File: config.mk
export PLATFORM = sky130hd
export DESIGN_NAME = controle_elevador
export DESIGN_NICKNAME = d
export VERILOG_FILES = /design/src/rtl/controle_elevador.sv
export SDC_FILE = /design/constraint.sdc
export NUM_CORES = 1
export LEC_CHECK = 0
export CORE_MARGIN = 3
export CORE_UTILIZATION = 55
export DETAILED_ROUTE_END_ITERATION = 8
export GPL_TIMING_DRIVEN = 0
export PLACE_DENSITY = 0.73
export REMOVE_ABC_BUFFERS = 1
export SKIP_LAST_GASP = 1
export SYNTH_ARGS = -nofsm -noshare
export SYNTH_HDL_FRONTEND = slang
export SYNTH_SLANG_ARGS = --single-unit
File: constraint.sdc
create_clock -name clk -period 3.4 [get_ports clk]
set_clock_uncertainty 0.2 [all_clocks]
set_input_delay 0.68 -clock clk [delete_from_list [all_inputs] [get_ports clk]]
set_output_delay 0.68 -clock clk [all_outputs]
set_load 0.03 [all_outputs]
File: src/rtl/controle_elevador.sv
// controle_elevador: elevator car controller.
// Latches floor calls and serves them in SCAN order, which keeps the car moving
// in its current direction while calls remain ahead of it. It times the travel
// between floors and the door dwell, and decodes the Su/De/PA/PF flags and the
// current floor from registered state only.
// Optional feature: define EMERGENCIA_EN to add the emerg input. While emerg is
// high, all calls are dropped, the car stops at the next floor and the door is
// held open.
module controle_elevador #(
    parameter int NUM_ANDARES  = 4,
    parameter int TEMPO_VIAGEM = 50_000_000,
    parameter int TEMPO_PORTA  = 150_000_000
) (
    input  logic                           clk,
    input  logic                           rst_n,
    input  logic [NUM_ANDARES-1:0]         chamada,
`ifdef EMERGENCIA_EN
    input  logic                           emerg,
`endif
    output logic [$clog2(NUM_ANDARES)-1:0] andar_atual,
    output logic                           Su,
    output logic                           De,
    output logic                           PA,
    output logic                           PF
);

    localparam int              AW           = $clog2(NUM_ANDARES);
    localparam logic [AW-1:0]   ANDAR_MAX    = AW'(NUM_ANDARES - 1);
    // The timer counts down to zero and the state ends on the edge after zero,
    // so loading N-1 gives exactly N cycles in the state.
    localparam logic [31:0]     CARGA_VIAGEM = 32'(TEMPO_VIAGEM - 1);
    localparam logic [31:0]     CARGA_PORTA  = 32'(TEMPO_PORTA - 1);

    typedef enum logic [1:0] {
        PARADO   = 2'd0,
        SUBINDO  = 2'd1,
        DESCENDO = 2'd2,
        PORTA    = 2'd3
    } estado_t;

    estado_t                estado, estado_n;
    logic [AW-1:0]          andar, andar_n;
    logic [NUM_ANDARES-1:0] pend, pend_n;
    logic                   dir, dir_n;     // 1 = up, 0 = down
    logic [31:0]            timer, timer_n;

    // Is any call pending on a floor strictly above f?
    function automatic logic ha_acima(input logic [NUM_ANDARES-1:0] p,
                                      input logic [AW-1:0] f);
        logic r;
        r = 1'b0;
        for (int i = 0; i < NUM_ANDARES; i++) begin
            if (p[i] && (AW'(i) > f)) r = 1'b1;
        end
        return r;
    endfunction

    // Is any call pending on a floor strictly below f?
    function automatic logic ha_abaixo(input logic [NUM_ANDARES-1:0] p,
                                       input logic [AW-1:0] f);
        logic r;
        r = 1'b0;
        for (int i = 0; i < NUM_ANDARES; i++) begin
            if (p[i] && (AW'(i) < f)) r = 1'b1;
        end
        return r;
    endfunction

    // State register, floor, pending calls, direction and timer.
    always_ff @(posedge clk or negedge rst_n) begin
        if (!rst_n) begin
            estado <= PARADO;
            andar  <= '0;
            pend   <= '0;
            dir    <= 1'b1;
            timer  <= '0;
        end else begin
            estado <= estado_n;
            andar  <= andar_n;
            pend   <= pend_n;
            dir    <= dir_n;
            timer  <= timer_n;
        end
    end

    // Next-state logic. Decisions use the registered pend, so a call latched
    // on one edge is acted upon on the following edge.
    always_comb begin
        estado_n = estado;
        andar_n  = andar;
        dir_n    = dir;
        timer_n  = timer;
        pend_n   = pend | chamada;

        case (estado)
            PARADO: begin
                if (pend[andar]) begin
                    estado_n      = PORTA;
                    timer_n       = CARGA_PORTA;
                    pend_n[andar] = 1'b0;
                end else if (ha_acima(pend, andar) &&
                             (dir || !ha_abaixo(pend, andar))) begin
                    estado_n = SUBINDO;
                    dir_n    = 1'b1;
                    timer_n  = CARGA_VIAGEM;
                end else if (ha_abaixo(pend, andar)) begin
                    estado_n = DESCENDO;
                    dir_n    = 1'b0;
                    timer_n  = CARGA_VIAGEM;
                end
            end

            SUBINDO: begin
                // The top floor has nothing above it; never step past it.
                if (andar == ANDAR_MAX) begin
                    estado_n = PARADO;
                end else if (timer != '0) begin
                    timer_n = timer - 32'd1;
                end else begin
                    andar_n = andar + AW'(1);
                    if (pend[andar_n]) begin
                        estado_n        = PORTA;
                        timer_n         = CARGA_PORTA;
                        pend_n[andar_n] = 1'b0;
                    end else if (ha_acima(pend, andar_n)) begin
                        timer_n = CARGA_VIAGEM;
                    end else begin
                        estado_n = PARADO;
                    end
                end
            end

            DESCENDO: begin
                // Floor 0 has nothing below it; never step past it.
                if (andar == '0) begin
                    estado_n = PARADO;
                end else if (timer != '0) begin
                    timer_n = timer - 32'd1;
                end else begin
                    andar_n = andar - AW'(1);
                    if (pend[andar_n]) begin
                        estado_n        = PORTA;
                        timer_n         = CARGA_PORTA;
                        pend_n[andar_n] = 1'b0;
                    end else if (ha_abaixo(pend, andar_n)) begin
                        timer_n = CARGA_VIAGEM;
                    end else begin
                        estado_n = PARADO;
                    end
                end
            end

            PORTA: begin
                // A call for this floor is served by the open door: it never
                // stays pending, and it restarts the full dwell.
                pend_n[andar] = 1'b0;
                if (chamada[andar]) begin
                    timer_n = CARGA_PORTA;
                end else if (timer != '0) begin
                    timer_n = timer - 32'd1;
                end else begin
                    estado_n = PARADO;
                end
            end

            default: begin
                estado_n = PARADO;
            end
        endcase

`ifdef EMERGENCIA_EN
        // Emergency overrides: drop all calls, open the door at the current
        // or the next floor, and hold the dwell timer at its full value.
        if (emerg) begin
            pend_n = '0;
            case (estado)
                PARADO: begin
                    estado_n = PORTA;
                    timer_n  = CARGA_PORTA;
                    dir_n    = dir;
                end
                SUBINDO, DESCENDO: begin
                    if (andar_n != andar) begin
                        estado_n = PORTA;
                        timer_n  = CARGA_PORTA;
                    end
                end
                PORTA: begin
                    estado_n = PORTA;
                    timer_n  = CARGA_PORTA;
                end
                default: begin
                    estado_n = PARADO;
                end
            endcase
        end
`endif
    end

    // Output decode from registered state only.
    always_comb begin
        andar_atual = andar;
        Su          = (estado == SUBINDO);
        De          = (estado == DESCENDO);
        PA          = (estado == PORTA);
        PF          = (estado != PORTA);
    end

endmodule

==> results of run 1 <==
report_power, final:
part	internal, uW	switching (uW)	total [uW]
combinational	999	1430	2430
sequential	689	265	954
clock	161	178	339
total	1850	1870	3720
repair_timing:
| action | 4_1_cts | 5_1_grt |
|---|---|---|
| setup buffers | 3 | 1 |
| hold buffers | 0 | 0 |
| pin swaps | 1 | 0 |
| setup endpoints to repair | 36 | 9 |
| resized for setup | 9 | 4 |
| gates cloned | 0 | 0 |
cells by family after synthesis:
| logic type | synth area share [%] |
|---|---|
| muxes | 3.95 |
| DFF | 33.4 |
| buffers and inverters | 4.64 |
| AOI/OAI and AO/OA | 23.2 |
| adders and majority gates | 4.48 |
| xor gates and xnor gates | 5.42 |
| and+or+nand+nor | 24.9 |
worst max-delay path by stage:
stage | slack, ps | cells past startpoint | endpoint
3_3_place_gp | -1030 | 9 | timer[30]
3_5_place_dp | -1090 | 9 | timer[29]
6_report | 170 | 8 | timer[19]
4_1_cts | 50 | 3 | PF
5_1_grt | -20 | 8 | timer[19]
2_1_floorplan | -130 | 9 | timer[10]
per-layer routing:
metal	up-vias	wire length (um)
met5	-	0
li1	1316	-
met1	1385	3390
met2	115	3740
met3	14	437
met4	0	154
cells in the mapped netlist, types with 2 or more instances:
cell	instances
xnor2_1	7
nand4_1	9
a21oi_1	24
o21bai_1	2
clkbuf_1	11
o21ai_0	14
nor2b_1	4
a2bb2oi_1	2
a211oi_1	4
mux2_2	2
a222oi_1	4
nor3_1	14
nor2_1	36
a211o_1	3
a221oi_1	6
nor4_4	2
nand2_1	27
nand3_1	7
buf_2	6
o32a_1	2
o31ai_1	5
a31oi_1	8
mux4_2	3
xor2_1	12
dfrtp_1	40
a22oi_1	3
nand2b_1	3
inv_1	15
nor4_1	12
nand2_4	2
a31o_2	2
o22a_1	5
ha_1	11
o21ai_1	3
or3_1	2
mux2i_1	2
and2_1	3
or4_1	2
nand3b_1	2
critical path, stage by stage, from the launching register on:
cell	delay, ps
dfrtp_1	490
inv_1	160
ha_1	390
mux4_2	610
nand3b_1	250
a21bo_4	320
nand2_4	240
nor3_1	150
a211o_1	290
area by class of cell:
cell class / instances / share of cell area (%)
Sequential cell: 41 / 30.5
Clock inverter: 1 / 0.222
Tap cell: 70 / 2.60
Timing Repair Buffer: 16 / 4.60
Inverter: 16 / 1.78
Clock buffer: 6 / 2.45
Multi-Input combinational cell: 275 / 57.9
registers in the layout (all words and copies together), names as in the netlist:
register,count
estado,2
dir,1
pend,4
andar_atual,2
timer,32
metrics by stage:
stage	utilization [%]	worst slack [ps]	setup TNS, ps	hold slack, ps	instances
after detailed placement	61.3	-1090	-23800	282	414
after global placement	60.8	-1030	-29180	273	413
after global routing	64.4	-16.6	-16.6	119	425
after floorplan	-	-130	-1550	184	332
final	64.4	173	0	98.1	425
after CTS	64.0	50.0	0	112	424
==> impl_metrics.ini, run 1 <==
[worst_setup_path]
path_max_fanout = 21
crit_type = register to register
cp.arrival_ps = 3220
rr_startpoint = andar_atual[1]
r2r_end = timer[19]
endpoint_kind = register
crit_start = andar_atual[1]
cp.required_ps = 3390
startpoint_type = register
r2r_setup_slack_ps = 170
rr_worst_depth = 8

[finish]
drive_gt1_share_pct = 12.1
layout_commonest_cell = dfrtp_1
final_area_um2 = 3370
layout_common_cells = dfrtp_1, nor2_1, nand2_1
diodes = 0
final_nets = 372
final-seq-area_um2 = 1030
final.fill_count = 451
multi_input_area_um2 = 1950
areaGrowthSynthToFinish_pct = 9.86

[place]
gp_congestion = 0.931
hpwlAfterDp_um = 5350
io_buffers = 11
place_area_um2 = 3210

[drt]
drtAntennaViolNets = 0
drtIter0Drc = 272
drtPass1Iterations = 7
vias = 2830
vias_per_cell = 6.66
wl_um = 7720
post-route-drc-count = 0
post_drt_wl_per_cell_um = 18.2

[pwr]
powerDensity_nw_per_um2 = 1100
p_leak_uw = 0.00132
power_uw = 3720
vdd_ir_drop_max_mv = 0.680

[floorplan]
fp-row-count = 26
ios = 12
die_w_um = 80.7
core_region_area_um2 = 5240
initial_core_util_pct = 58.6
die_area_um2 = 6520
die_h_um = 80.7

[clock_network]
cts_sinks = 41
clockBufferDepth = 2
root_buffer = clkbuf_8
cts_tree = done
numCtsBuffers = 5
clkTransAtPathRegs_ps = 90
ctsHtreeMaxLevel = 2
clk_latency_ps = 300

[sta]
slew_headroom_pct = 50.2
setup_viol = 0
fmax_mhz = 310
tightest_slew_ps = 747
finalHoldViolCount = 0
fin_crit_ps = 3230
drv_slew = 0
period_share_pct = 94.9

[hold_path]
hp-class = primary input to asynchronous set/reset pin

[synth]
synth_top_area_share_pct = 32.6
ys_seq_area_share_pct = 33.4
ys_top_cells_by_area = dfrtp_1, ha_1, nor2_1
async_flop_share_pct = 100
ys.warnings.count = 0
synth.distinct_cells = 68
ys_ff_latch = 41
synth_area_um2 = 3070
synth-edff-count = 0
syn_avg_cell_area_um2 = 8.78
synth_cells = 350
synth_top_area_cell = dfrtp_1
synthFlopType = dfrtp_1

[global_route]
grt_max_degree = 26
grt_use_met3_pct = 4.88
grt_pass1_vias = 2756
grt.overflow.total = 0
grt.met1_usage_pct = 35.3
track_usage_pct = 26.2
busiest_layer = met2
grt_pass1_wl_um = 13500
antenna_found_initial = 0
use_met2_pct = 43.4

[run_status]
outcome = complete, no violations

[job]
cap_viol_max_count = 0
(Power assumes the default switching activity.)
==> run 2, diff against run 1 <==
--- a/config.mk
+++ b/config.mk
@@ -7,6 +7,7 @@
 export LEC_CHECK = 0
 export CORE_MARGIN = 3
 export CORE_UTILIZATION = 55
+export CTS_CLUSTER_SIZE = 14
 export DETAILED_ROUTE_END_ITERATION = 8
 export GPL_TIMING_DRIVEN = 0
 export PLACE_DENSITY = 0.73
==> results of run 2 <==
No change in the layout: final DEF, timing and power equal those of run 1.
